$ cat config.mk
export PLATFORM = sky130hd
export DESIGN_NAME = muldiv_unit
export DESIGN_NICKNAME = d
export VERILOG_FILES = /design/src/rtl/muldiv_pkg.sv /design/src/rtl/muldiv_unit.sv
export SDC_FILE = /design/constraint.sdc
export NUM_CORES = 1
export LEC_CHECK = 0
export BUFFER_PORTS_ARGS = -buffer_cell sky130_fd_sc_hd__buf_2
export CAP_MARGIN = 15
export CORE_ASPECT_RATIO = 1.2
export CORE_MARGIN = 2
export CORE_UTILIZATION = 40
export CTS_BUF_LIST = sky130_fd_sc_hd__clkbuf_4
export CTS_CLUSTER_SIZE = 25
export DETAILED_ROUTE_END_ITERATION = 8
export MAX_ROUTING_LAYER = met4
export PLACE_DENSITY = 0.6
export SLEW_MARGIN = 5
export SYNTH_ARGS = -nofsm -noshare
export SYNTH_HDL_FRONTEND = slang
export SYNTH_SLANG_ARGS = --single-unit
$ cat constraint.sdc
create_clock -name clk -period 4.4 [get_ports clk]
set_clock_uncertainty 0.05 [all_clocks]
set_input_delay 0.66 -clock clk [delete_from_list [all_inputs] [get_ports clk]]
set_output_delay 0.66 -clock clk [all_outputs]
set_load 0.02 [all_outputs]
$ cat src/rtl/muldiv_pkg.sv
// rtl/muldiv_pkg.sv - op/state encodings and sign helper for the multiply/divide unit
package muldiv_pkg;

    typedef enum logic [2:0] {
        OP_MULT  = 3'd0,
        OP_MULTU = 3'd1,
        OP_DIV   = 3'd2,
        OP_DIVU  = 3'd3,
        OP_MTHI  = 3'd4,
        OP_MTLO  = 3'd5
    } op_t;

    typedef enum logic [1:0] {
        ST_IDLE = 2'd0,
        ST_RUN  = 2'd1,
        ST_FIX  = 2'd2
    } state_t;

    // Helper works on a fixed wide vector; callers zero-extend in and truncate out,
    // which gives the correct modular negation at any width up to MD_MAXW.
    localparam int MD_MAXW = 128;

    function automatic logic [MD_MAXW-1:0] cond_neg(input logic [MD_MAXW-1:0] v, input logic neg);
        return neg ? -v : v;
    endfunction

endpackage

$ cat src/rtl/muldiv_unit.sv
// rtl/muldiv_unit.sv - iterative shift-add multiplier / restoring divider owning HI/LO
module muldiv_unit
    import muldiv_pkg::*;
#(
    parameter int WIDTH = 32
) (
    input  logic             clk,
    input  logic             rst_n,
    input  logic             start,
    input  logic [2:0]       op,
    input  logic [WIDTH-1:0] a,
    input  logic [WIDTH-1:0] b,
    output logic             busy,
    output logic             done,
    output logic             div_by_zero,
    output logic [WIDTH-1:0] hi,
    output logic [WIDTH-1:0] lo
);

    localparam logic [1:0] S_IDLE = ST_IDLE;
    localparam logic [1:0] S_RUN  = ST_RUN;
    localparam logic [1:0] S_FIX  = ST_FIX;

    logic [1:0]         state;
    logic [2*WIDTH-1:0] acc;
    logic [WIDTH-1:0]   dsr;
    logic [WIDTH-1:0]   count;
    logic               is_div;
    logic               res_sign;
    logic               dvd_sign;

    logic               op_long, op_div, op_signed;
    logic [WIDTH-1:0]   a_mag, b_mag;
    logic [WIDTH:0]     mul_sum;
    logic [2*WIDTH-1:0] mul_next;
    logic [WIDTH:0]     div_shift, div_trial;
    logic               q_bit;
    logic [2*WIDTH-1:0] div_next;
    logic [2*WIDTH-1:0] prod_fix;
    logic [WIDTH-1:0]   quo_fix, rem_fix;

    assign busy      = (state != S_IDLE);
    assign op_div    = (op == OP_DIV) || (op == OP_DIVU);
    assign op_long   = (op == OP_MULT) || (op == OP_MULTU) || op_div;
    assign op_signed = (op == OP_MULT) || (op == OP_DIV);

    assign a_mag = WIDTH'(cond_neg(MD_MAXW'(a), op_signed & a[WIDTH-1]));
    assign b_mag = WIDTH'(cond_neg(MD_MAXW'(b), op_signed & b[WIDTH-1]));

    // Multiply: multiplier sits in the low half and shifts out as the product shifts in.
    assign mul_sum  = {1'b0, acc[2*WIDTH-1:WIDTH]} + {1'b0, (acc[0] ? dsr : {WIDTH{1'b0}})};
    assign mul_next = {mul_sum, acc[WIDTH-1:1]};

    // Divide: upper half is the partial remainder, low half dividend becomes the quotient.
    assign div_shift = acc[2*WIDTH-1:WIDTH-1];
    assign div_trial = div_shift - {1'b0, dsr};
    assign q_bit     = ~div_trial[WIDTH];
    assign div_next  = {(q_bit ? div_trial[WIDTH-1:0] : div_shift[WIDTH-1:0]),
                        acc[WIDTH-2:0], q_bit};

    assign prod_fix = (2*WIDTH)'(cond_neg(MD_MAXW'(acc), res_sign));
    assign quo_fix  = WIDTH'(cond_neg(MD_MAXW'(acc[WIDTH-1:0]), res_sign));
    assign rem_fix  = WIDTH'(cond_neg(MD_MAXW'(acc[2*WIDTH-1:WIDTH]), dvd_sign));

    always_ff @(posedge clk or negedge rst_n) begin
        if (!rst_n) begin
            state       <= S_IDLE;
            acc         <= '0;
            dsr         <= '0;
            count       <= '0;
            is_div      <= 1'b0;
            res_sign    <= 1'b0;
            dvd_sign    <= 1'b0;
            done        <= 1'b0;
            div_by_zero <= 1'b0;
            hi          <= '0;
            lo          <= '0;
        end else begin
            done        <= 1'b0;
            div_by_zero <= 1'b0;
            case (state)
                S_IDLE: begin
                    if (start) begin
                        if (op == OP_MTHI) begin
                            hi   <= a;
                            done <= 1'b1;
                        end else if (op == OP_MTLO) begin
                            lo   <= a;
                            done <= 1'b1;
                        end else if (op_long && op_div && (b == '0)) begin
                            hi          <= a;
                            lo          <= '1;
                            done        <= 1'b1;
                            div_by_zero <= 1'b1;
                        end else if (op_long) begin
                            acc      <= {{WIDTH{1'b0}}, a_mag};
                            dsr      <= b_mag;
                            is_div   <= op_div;
                            res_sign <= op_signed & (a[WIDTH-1] ^ b[WIDTH-1]);
                            dvd_sign <= op_signed & a[WIDTH-1];
                            count    <= WIDTH'(WIDTH);
                            state    <= S_RUN;
                        end
                    end
                end
                S_RUN: begin
                    acc   <= is_div ? div_next : mul_next;
                    count <= count - 1'b1;
                    if (count == WIDTH'(1)) begin
                        state <= S_FIX;
                    end
                end
                S_FIX: begin
                    if (is_div) begin
                        hi <= rem_fix;
                        lo <= quo_fix;
                    end else begin
                        hi <= prod_fix[2*WIDTH-1:WIDTH];
                        lo <= prod_fix[WIDTH-1:0];
                    end
                    done  <= 1'b1;
                    state <= S_IDLE;
                end
                default: state <= S_IDLE;
            endcase
        end
    end

endmodule

**Word-level counts from Yosys, hierarchy flattened**

Index checks and enable logic that the tools add are counted.

- Flip-flop bits (word level): 199
- Input port bits: 70
- Logic and storage cells: 109

- Reductions and logical operators: 17
- Equal/unequal tests: 17
- Muxes and demuxes: 48
- $add $sub $neg: 8
- Bitwise operators: 8

Operators with widths:

| cell | number |
|---|---|
| $mux 32 | 21 |
| $mux 64 | 7 |
| $pmux 32 s2 | 3 |
| $neg 32->32 | 4 |
| $pmux 64 s2 | 1 |
| $neg 64->64 | 1 |
| $add 32x32->33 | 1 |
| $sub 33x32->33 | 1 |
| $eq 32x1->1 const B | 1 |
| $logic_not 32->1 | 1 |
| $sub 32x1->32 const B | 1 |
| $reduce_and 6->1 | 3 |
| $mux 2 | 6 |
| $ne 2x2->1 const B | 6 |
| $ne 3x3->1 const B | 3 |
| $mux 1 | 8 |
| $reduce_and 4->1 | 2 |
| $eq 3x2->1 const B | 2 |
| $eq 3x3->1 const B | 2 |
| $reduce_bool 2->1 | 3 |
| $logic_or 1x1->1 | 4 |
| $not 1->1 | 4 |
| $pmux 2 s2 | 1 |
| $and 1x1->1 | 3 |
| 8 further kinds | 9 |

**Depth between registers and ports, before layout**

- Word-level depth: 10
- Mapped depth: 14

**Least setup slack after synthesis**

OpenSTA, ideal clock, no wires.

- Path kind: in2reg
- From: in b[0]
- To: reg count[12]
- Data arrival time: 3,220 ps
- Stages on the path: 14
- Path slack: 998 ps
- Setup time: 132 ps
- Path buffers: 4
- Required time: 4,218 ps
- Cell sequence: inv_1 ha_1 or4b_2 clkbuf_1 or2_2 o41ai_1 and2_1 clkbuf_1 or3_1 clkbuf_1 buf_2 nor3_1 xnor2_1 nor2_1

- Word-level cells in the longest chain between the ends: 4

Ends and longest elaborated chain:

| element | line | source |
|---|---|---|
| from (decl) | muldiv_unit.sv:12 | `input logic [WIDTH-1:0] b,` |
| $logic_not 32->1 | muldiv_unit.sv:90 | `end else if (op_long && op_div && (b == '0)) begin` |
| $logic_and 1x1->1 | muldiv_unit.sv:90 |  |
| $ne 2x2->1 (no line) | -- |  |
| $reduce_and 6->1 (no line) | -- |  |
| to (signal assigned) | muldiv_unit.sv:101 | `count <= WIDTH'(WIDTH);` |
| to (signal assigned) | muldiv_unit.sv:108 | `count <= count - 1'b1;` |
| to (decl) | muldiv_unit.sv:27 | `logic [WIDTH-1:0] count;` |

Every way passes these cells.
A chain may end at the register's enable or synchronous reset.

**Final worst setup path**

- From: reg acc[32]
- To: reg hi[22]

- Word-level cells in the longest chain between the ends: 4
- Elaborated cells between the ends (all ways): 6

Ends and longest elaborated chain:

| element | line | source |
|---|---|---|
| from (decl) | muldiv_unit.sv:25 | `logic [2*WIDTH-1:0] acc;` |
| from (signal assigned) | muldiv_unit.sv:96 | `acc <= {{WIDTH{1'b0}}, a_mag};` |
| from (signal assigned) | muldiv_unit.sv:107 | `acc <= is_div ? div_next : mul_next;` |
| $neg 64->64 or $neg 32->32 (tied branches) | muldiv_pkg.sv:24 | `return neg ? -v : v;` |
| $mux 64 or $mux 32 (tied branches) | muldiv_pkg.sv:24 |  |
| $mux 32 * | muldiv_unit.sv:114 | `if (is_div) begin` |
| $pmux 32 s2 * | muldiv_unit.sv:81 | `case (state)` |
| to (signal assigned) | muldiv_unit.sv:115 | `hi <= rem_fix;` |
| to (signal assigned) | muldiv_unit.sv:118 | `hi <= prod_fix[2*WIDTH-1:WIDTH];` |
| to (decl) | muldiv_unit.sv:16 | `output logic [WIDTH-1:0] hi,` |

Mark *: on every way between the ends. The rest lies on a longest branch, timed or not.

==> metrics <==
status=complete, no violations; slew at the pin closest to its max-slew limit=0.881 ns; met2 Resource Use GR=0.464; CP Capture Type=flip-flop; clock tree buffer depth=2; top cells by count, synth=233 x o21ai_0, 203 x nand2_1, 199 x dfrtp_1; Max Fclk=258 MHz; share of the synthesized area in the top cell type=0.312; H-tree level count=4; maximum number of pins on one net before global-route repair=98; Yosys top cell by area=dfrtp_1; Post-CTS Setup Inserts=0; minimum clock period=3.88 ns; clk root buf=clkbuf_4; design area=17700 sq um; PD cells=566 nW/um^2; VDD IR-drop max=247 uV; syn_nets=2150; die width=186 um; Die Y=223 um; Ports=137; Gate power share=0.586; Placement Cell Area=17300 sq um; Core Region=39500 sq um; Post-synth EDFFs=0; CP Data Arrival Time=4.42 ns; clock power share=0.112; Post-layout nets=2245; antenna violations before repair=1; DRT antenna net count=0; Flop pwr share=0.303; met3 Track Usage GR=0.0341; Rel. slew slack=0.413; switching part of the total=0.500; RSZ-0062 raised after global routing=false; DR iter-0 viols=1177; Syn Std Cell Area=16000 sq um; Post-DP HPWL=42300 um; Synth cell types=74; row cnt=80; Synth Warn #=0; CP Class=flip-flop to flip-flop; fin crit share=0.882; Layout area overhead=10.7%; Int Pwr=5.00 mW; Worst Path Required=4.94 ns; Reg2Reg Depth=10; met1 GRT Util=0.326; overall power=10.0 mW; vias in the first global route=15200; routed length per placed instance=20.9 um; total negative slack=0 ns; crit path launch type=flip-flop; Post-Syn Area per Cell=7.95 sq um; register bit total from synthesis=199; TritonCTS Sinks=199; synth top area cells=dfrtp_1 31%, o21ai_0 7.3%, xnor2_1 6.6%; Synth Instances=2008; ys async rst share=1.00; Worst-Skew Late Latency=0.73 ns; overall routed net length=55400 um; via count=15800; Pleak=7.59 nW; GR Util All Layers=0.275; initial core utilization=0.404; worst hold path type=primary input to flip-flop; GR peak layer=met2; setup violators final=0; share of cells above drive strength 1=0.121; Sw Pwr=5.00 mW; final hold violations=0; maximum capacitance violations=0; sequential-to-total area share from yosys stat=0.312; PostCTS Resize Cnt=0; port bufs=136; DR DRC count=0; ys flop type=dfrtp_1; global-route wire length before repair=86700 um; RePlAce Congestion=0.969; die footprint=41500 sq um; vias per cell=5.95; top-count cell post-synth=o21ai_0; fin. max-slew vios=0; worst hold path cell count=3; clk slew on worst S/H paths=0.19 ns; TritonCTS clock tree=built; TritonCTS Buffers=17; 1st-pass router iterations=7; CP max FO=11; overflow left after global routing=0
[registers in the layout, indices dropped and copies added (netlist names)]
name	cells
lo	32
done	1
dvd_sign	1
dsr	32
state	2
acc	64
hi	32
count	32
res_sign	1
is_div	1
div_by_zero	1
[through the flow]
stage / hold slack (ns) / cells / setup WS (ns) / utilization
global placement: 0.400 / 2616 / 0.450 / 0.439
CTS: 0.111 / 2649 / 0.568 / 0.447
finish: 0.160 / 2650 / 0.517 / 0.447
detailed placement: 0.402 / 2616 / 0.406 / 0.439
global route: 0.118 / 2650 / 0.306 / 0.447
floorplan: 0.314 / 2008 / 0.998 / -
[cell usage in the layout, fill, tap and decap left out, types with 29 or more instances in the layout]
master   count
a21oi_1    138
a22oi_1     44
xor2_1      69
nand2_1    202
nand3_1     36
inv_1       88
nor3_1      57
ha_1        70
mux2i_1     53
xnor2_1    120
buf_2      135
or3_1       29
buf_4       48
o21ai_0    233
nor2_1     187
dfrtp_1    198
[what timing repair did]
| item | 4_1_cts | 5_1_grt |
|---|---|---|
| hold buffers | 1 | 0 |
| setup endpoints to repair | 0 | 0 |
| endpoints found under the hold margin | 61 | 0 |
[cell families (layout without fill, tap and decap cells)]
family | after synthesis | in the layout | share of synthesized area
mux | 59 | 59 | 0.0375
buf+inv | 201 | 309 | 0.0485
flops | 199 | 199 | 0.312
simple gates | 650 | 650 | 0.194
compound gates | 638 | 638 | 0.247
fa+ha+maj | 72 | 72 | 0.0574
other cells | 0 | 1 | 0
xor+xnor | 189 | 189 | 0.104
[routing by layer]
layer / wire [um] / vias up
li1: - / 7476
met1: 22900 / 7683
met2: 27100 / 497
met3: 2710 / 109
met4: 2560 / 0
met5: 0 / -
[cell type report]
type	count	area, sq um
multi-input combinational	1608	10200
sequential	199	4980
fill	4034	21900
inverter	88	330
timing repair buffer	189	1140
clock buffer	17	128
tap	533	667
clock inverter	15	183
antenna	1	2.50
[worst max-delay path: stages (launching register included)]
cell and delay, ns:
dfrtp_1 0.54, inv_1 0.23, ha_1 0.32, or4b_2 0.66, or3_1 0.49, or3_1 0.40
or4_1 0.50, nor3_1 0.16, o21ai_0 0.11, xnor2_1 0.20, o21ai_0 0.12
[power by group through the flow]
stage | clock, mW | combinational (mW) | sequential (mW)
floorplan | 0 | 4.27 | 2.75
global placement | 0 | 5.72 | 3.04
detailed placement | 0 | 5.76 | 3.05
CTS | 1.14 | 5.79 | 3.01
global route | 1.22 | 6.47 | 3.10
finish | 1.12 | 5.86 | 3.03
[path summary, 6_finish.rpt]
path | from | to | slack, ns
worst min-delay path | op[1] | is_div$_DFFE_PN0P_ | 0.16
min in group asynchronous | rst_n | acc[9]$_DFFE_PN0P_ | 0.50
worst max-delay path | acc[32]$_DFFE_PN0P_ | hi[22]$_DFFE_PN0P_ | 0.52
worst max register to register | acc[32]$_DFFE_PN0P_ | hi[22]$_DFFE_PN0P_ | 0.52
worst min register to register | hi[2]$_DFFE_PN0P_ | hi[2]$_DFFE_PN0P_ | 0.43
max in group asynchronous | rst_n | hi[1]$_DFFE_PN0P_ | 2.91
(Power assumes the default switching activity.)
